**src/rtl/raw8_frame_writer.sv**
```systemverilog
// raw8_frame_writer
// Crops packed RAW8 words (four pixels per word) from the unpacker to a fixed
// H_WORDS x V_LINES window. It produces word-wide writes into a two-bank frame
// buffer and swaps the banks on each complete frame, so the read side always
// sees the last complete frame.
//
// Ports
//   clk            pixel/byte clock
//   reset          synchronous, active-high
//   raw            four RAW8 pixels, pixel 0 in [7:0]
//   raw_enable     word valid; high for the whole payload of a line
//   frame_start    single-cycle frame-start marker
//   frame_end      single-cycle frame-end marker
//   wr_en          buffer write strobe, one cycle after the accepted word
//   wr_addr        word address including bank offset
//   wr_data        registered copy of raw
//   write_bank     bank currently being filled
//   read_bank      bank holding the last complete frame (~write_bank)
//   frame_done     one-cycle pulse when a frame completes and banks swap
//   dropped_frames saturating count of aborted or short frames
//
// state    | meaning
// S_IDLE   | between frames; words are ignored until frame_start
// S_ACTIVE | frame in progress; words inside the window are written

module raw8_frame_writer #(
   parameter int H_WORDS    = 160,
   parameter int V_LINES    = 480,
   parameter int ADDR_WIDTH = 18
) (
   input  logic                  clk,
   input  logic                  reset,
   input  logic [31:0]           raw,
   input  logic                  raw_enable,
   input  logic                  frame_start,
   input  logic                  frame_end,
   output logic                  wr_en,
   output logic [ADDR_WIDTH-1:0] wr_addr,
   output logic [31:0]           wr_data,
   output logic                  write_bank,
   output logic                  read_bank,
   output logic                  frame_done,
   output logic [7:0]            dropped_frames
);

   localparam int X_W = $clog2(H_WORDS + 1);
   localparam int Y_W = $clog2(V_LINES + 1);
   localparam logic [X_W-1:0]        X_MAX      = X_W'(H_WORDS);
   localparam logic [Y_W-1:0]        Y_MAX      = Y_W'(V_LINES);
   localparam logic [ADDR_WIDTH-1:0] LINE_STEP  = ADDR_WIDTH'(H_WORDS);
   localparam logic [ADDR_WIDTH-1:0] BANK1_BASE = ADDR_WIDTH'(H_WORDS * V_LINES);

   typedef enum logic {S_IDLE, S_ACTIVE} state_t;

   state_t                state, state_n;
   logic [X_W-1:0]        x, x_n;
   logic [Y_W-1:0]        y, y_n;
   logic [ADDR_WIDTH-1:0] line_base, line_base_n;
   logic                  en_q;
   logic                  wr_en_n;
   logic [ADDR_WIDTH-1:0] wr_addr_n;
   logic [31:0]           wr_data_n;
   logic                  bank_n;
   logic                  done_n;
   logic                  drop_inc;
   logic                  restart;
   logic                  falling;
   logic [7:0]            dropped_n;

   always_comb begin
      state_n     = state;
      x_n         = x;
      y_n         = y;
      line_base_n = line_base;
      wr_en_n     = 1'b0;
      wr_addr_n   = wr_addr;
      wr_data_n   = wr_data;
      bank_n      = write_bank;
      done_n      = 1'b0;
      drop_inc    = 1'b0;
      restart     = 1'b0;
      falling     = en_q & ~raw_enable;

      case (state)
         S_IDLE: begin
            if (frame_start)
               restart = 1'b1;
         end
         S_ACTIVE: begin
            if (raw_enable && (x < X_MAX) && (y < Y_MAX)) begin
               wr_en_n   = 1'b1;
               wr_addr_n = line_base + ADDR_WIDTH'(x);
               wr_data_n = raw;
               x_n       = x + X_W'(1);
            end
            if (falling && (x != '0)) begin
               x_n         = '0;
               y_n         = y + Y_W'(1);
               line_base_n = line_base + LINE_STEP;
            end
            if (frame_end) begin
               // A line still open at frame_end (its last word coincides with
               // the marker) counts as finished; x is nonzero only while y < V_LINES.
               if ((y_n + Y_W'(x_n != '0)) >= Y_MAX) begin
                  bank_n = ~write_bank;
                  done_n = 1'b1;
               end else begin
                  drop_inc = 1'b1;
               end
               state_n = S_IDLE;
            end
            if (frame_start) begin
               restart = 1'b1;
               if (!frame_end)
                  drop_inc = 1'b1;
            end
         end
         default: state_n = S_IDLE;
      endcase

      // A new frame starts in the bank chosen after any same-cycle frame_end.
      if (restart) begin
         state_n     = S_ACTIVE;
         x_n         = '0;
         y_n         = '0;
         line_base_n = bank_n ? BANK1_BASE : '0;
      end

      dropped_n = (drop_inc && (dropped_frames != 8'hFF)) ? dropped_frames + 8'd1
                                                          : dropped_frames;
   end

   always_ff @(posedge clk) begin
      if (reset) begin
         state          <= S_IDLE;
         x              <= '0;
         y              <= '0;
         line_base      <= '0;
         en_q           <= 1'b0;
         wr_en          <= 1'b0;
         wr_addr        <= '0;
         wr_data        <= '0;
         write_bank     <= 1'b0;
         read_bank      <= 1'b1;
         frame_done     <= 1'b0;
         dropped_frames <= '0;
      end else begin
         state          <= state_n;
         x              <= x_n;
         y              <= y_n;
         line_base      <= line_base_n;
         en_q           <= raw_enable;
         wr_en          <= wr_en_n;
         wr_addr        <= wr_addr_n;
         wr_data        <= wr_data_n;
         write_bank     <= bank_n;
         read_bank      <= ~bank_n;
         frame_done     <= done_n;
         dropped_frames <= dropped_n;
      end
   end

endmodule
```
**config.mk**
```make
export PLATFORM = sky130hd
export DESIGN_NAME = raw8_frame_writer
export DESIGN_NICKNAME = d
export VERILOG_FILES = /design/src/rtl/raw8_frame_writer.sv
export SDC_FILE = /design/constraint.sdc
export NUM_CORES = 1
export LEC_CHECK = 0
export ABC_CLOCK_PERIOD_IN_PS = 3800
export CAP_MARGIN = 0
export CORE_MARGIN = 2
export CORE_UTILIZATION = 45
export DETAILED_ROUTE_END_ITERATION = 10
export HOLD_SLACK_MARGIN = 0.08
export PLACE_DENSITY = 0.81
export SLEW_MARGIN = 20
export SYNTH_ARGS = -nofsm -noshare
export SYNTH_HDL_FRONTEND = slang
export SYNTH_SLANG_ARGS = --single-unit
```
**constraint.sdc**
```tcl
create_clock -name clk -period 3.8 [get_ports clk]
set_input_delay 0.76 -clock clk [delete_from_list [all_inputs] [get_ports clk]]
set_output_delay 0.76 -clock clk [all_outputs]
set_load 0.05 [all_outputs]
```
==> metrics.md <==
| Metric | Value |
|---|---|
| Run status | finished, final reports clean |
| Async set or reset register ratio after synthesis | 0% |
| Slowest-stage cell, CP | a2111o_1 |
| CTS buffer count | 9 |
| Area post-placement | 5429 sq um |
| Clk root buf | clkbuf_8 |
| Drt first pass iters | 4 |
| Vias post-DR | 3998 |
| GPL Wtd Cong | 0.8634 |
| Final Hold Fails | 0 |
| Vias per cell | 5.324 |
| Die H | 101.7 microns |
| Largest delay share family, worst path | compound AO/OA/AOI/OAI gates |
| Post-synthesis register bit count | 94 |
| Clk slew on worst S/H paths | 0.09 ns |
| First-pass GRT wire length | 17510 microns |
| Critical path cell sequence | clkdlybuf4s50_1, and3_1, and2_1, and3_4, and3_4, o211ai_1, o41ai_1, a31oi_1, ha_2, a21boi_4, nor3b_1, a2111o_1, a21oi_4, nand4_1, mux2_4 |
| Number of synthesized flops with an enable pin | 0 |
| Placed cells | 735 |
| Arrival time at the worst endpoint | 3.90 ns |
| Number of diodes | 0 |
| Netlist cell types | 56 |
| Die area | 10350 sq um |
| Chip Width | 101.7 microns |
| Largest net degree at the start of global routing | 61 |
| Net Count, Synth | 570 |
| Yosys top cell area share | 43.77% |
| Dpl hpwl | 7656 microns |
| Non-filler cells, final | 751 |
| Total Power | 2015 uW |
| Core Util, Final | 61.60% |
| Skew-Pair Late Insertion Delay | 0.37 ns |
| Fillers | 797 |
| WL final | 10830 microns |
| Relative slew slack | 29.59% |
| CTS tree | done |
| Crit path capture type | register |
| Crit path launch type | input port |
| GRT Residual Overflow | 0 |
| Syn_area_per_cell | 8.220 sq um |
| # Post-CTS Setup Buffers | 0 |
| CTS sink cnt | 94 |
| CP Class | input port to register |
| Crit-path most repeated cell | and3_4 |
| RSZ-0062 raised after global routing | no |
| Maximum VDD drop | 215.0 uV |
| Post-synthesis sequential area ratio | 43.77% |
| Most area-hungry cell type in the Yosys netlist | dfxtp_1 |
| P_leak | 0.001969 uW |
| Initial Utilization | 46.53% |
| Critical path buffers and inverters | 1 |
| Critical Path RT | 4.07 ns |
| Vias in the first global route | 3745 |
| H-tree Lvls | 3 |
| HP Class | register to register |
| CTS max path bufs | 2 |
| Total global-route track usage | 21.08% |
| Hold_buf cts | 0 |
| YS warnings | 0 |
| Period minus WS final | 3.639 ns |
| DRC Markers | 0 |
| Critical path peak fanout | 4 |
| Design Area, Final | 5692 sq um |
| Fmax | 274.8 MHz |
| Max capacitance violation total | 0 |
| # setup viols final | 0 |
| Max Slew Vio Count | 0 |
| Fin nets | 664 |
| Mapped cell area | 4299 sq um |
| Ys flop type | dfxtp_1 |
| Area growth syn-to-layout | 32.39% |
| Slew @ Worst Pin | 1.056 ns |
| Post-synthesis instance total | 523 |
| Sum of negative setup slack | 0 ns |
| Boundary Pins | 99 |
| Initial DRC count | 149 |
| Rows | 35 |
| Final clock skew | 0.006155 ns |
| Layout cell share with drive strength beyond 1 | 8.199% |
| Port bufs | 98 |
| DR WL/cell | 14.42 microns |
| Initial antenna violation count | 0 |
| Synth top area cells | dfxtp_1 44%, nand2_1 8.7%, a21oi_1 6.5%, nor2_1 4.1%, xor2_1 3.7% |
| PD cells | 354.0 nW/um^2 |
| Post-route ant nets | 0 |
| Worst stage delay on the critical path | 0.46 ns |
| Period utilisation layout | 95.76% |
| Core area | 9240 sq um |
routing by layer:
layer  global-route usage [%]  part of all wire [%]  wire [microns]
met4                    6.237                   1.9             208
met5                        0                     0               0
met3                    5.038                   5.4             587
met1                    26.40                    42            4528
met2                    35.98                    51            5507
where the power goes:
part           internal, uW  switching [uW]  total [uW]
clock network           393             362         756
registers              1010            15.9        1020
logic                  91.4             145         236
state kept, by name (all words and copies together) (netlist names):
signal          count
read_bank           1
wr_en               1
line_base          13
state               1
wr_data            32
en_q                1
frame_done          1
dropped_frames      8
write_bank          1
wr_addr            18
x                   8
y                   9
repair_timing:
action / 4_1_cts / 5_1_grt
endpoints found under the setup margin: 0 / 11
hold endpoints to repair: 0 / 0
resized for setup: 0 / 7
path summary, 6_finish.rpt:
check | startpoint | to | slack [ns] | cells after the start
worst max-delay path | raw_enable | dropped_frames[5] | 0.16 | 15
worst min register to register | wr_data[22] | wr_data[22] | 0.46 | 2
worst max register to register | y[5] | dropped_frames[5] | 0.27 | 15
worst min-delay path | wr_data[22] | wr_data[22] | 0.46 | 2
cell type report:
type                       instances  area, sq um  share of cell area, %
clock inverter                     6        91.34                  1.605
clock buffer                      10        137.6                  2.418
timing repair buffer             114         1096                  19.26
tap                              129        161.4                  2.836
sequential                        94         1882                  33.06
multi-input combinational        392         2301                  40.43
inverter                           6        22.52                 0.3957
synth_stat cells (2+ instances only):
library cell and instances:
and4_1 2, ha_1 10, o22ai_1 4, a31oi_1 3
a21oi_1 56, mux2_1 2, o21ai_0 17, o21a_1 2
nand3b_1 4, nand2_1 100, and3_1 11, o211ai_1 3
xnor2_1 11, a21o_1 2, a211oi_1 9, nor2b_1 7
nor3_1 10, nor3b_1 5, nand2b_1 4, nor2_1 47
nand3_1 13, nand4_1 5, a22oi_1 6, dfxtp_1 94
clkbuf_1 26, buf_2 4, or4_1 2, inv_1 6
or3_1 8, a311oi_1 3, xor2_1 18, and2_1 5
tightest hold or removal path, cell delays in order (launching register included):
cell and delay, ns:
dfxtp_1 0.32, nand2_1 0.05, a21oi_1 0.05
through the flow:
step	hold WS (ns)	worst slack, ns
after detailed placement	0.4455	-0.2670
after global placement	0.4414	-0.1917
after CTS	0.4583	0.09951
after floorplan	0.4692	0.1064
after global routing	0.4726	0.02141
final	0.4571	0.1612
placed cells by master (no fill, tap or decap), types with 10 or more instances in the layout:
master,n
nand2_1,100
a21oi_1,56
clkdlybuf4s50_1,97
nor2_1,47
clkbuf_8,10
xnor2_1,11
xor2_1,18
nor3_1,10
nand3_1,13
dfxtp_1,94
buf_4,16
o21ai_0,17
logic make-up after synthesis:
family,after synthesis,synth area share [%]
fa+ha+maj,10,2.910
buf+inv,37,3.521
mux,4,1.019
simple gates,230,25.35
compound gates,119,17.52
flops,94,43.77
xor+xnor,29,5.908
(Power assumes the default switching activity.)
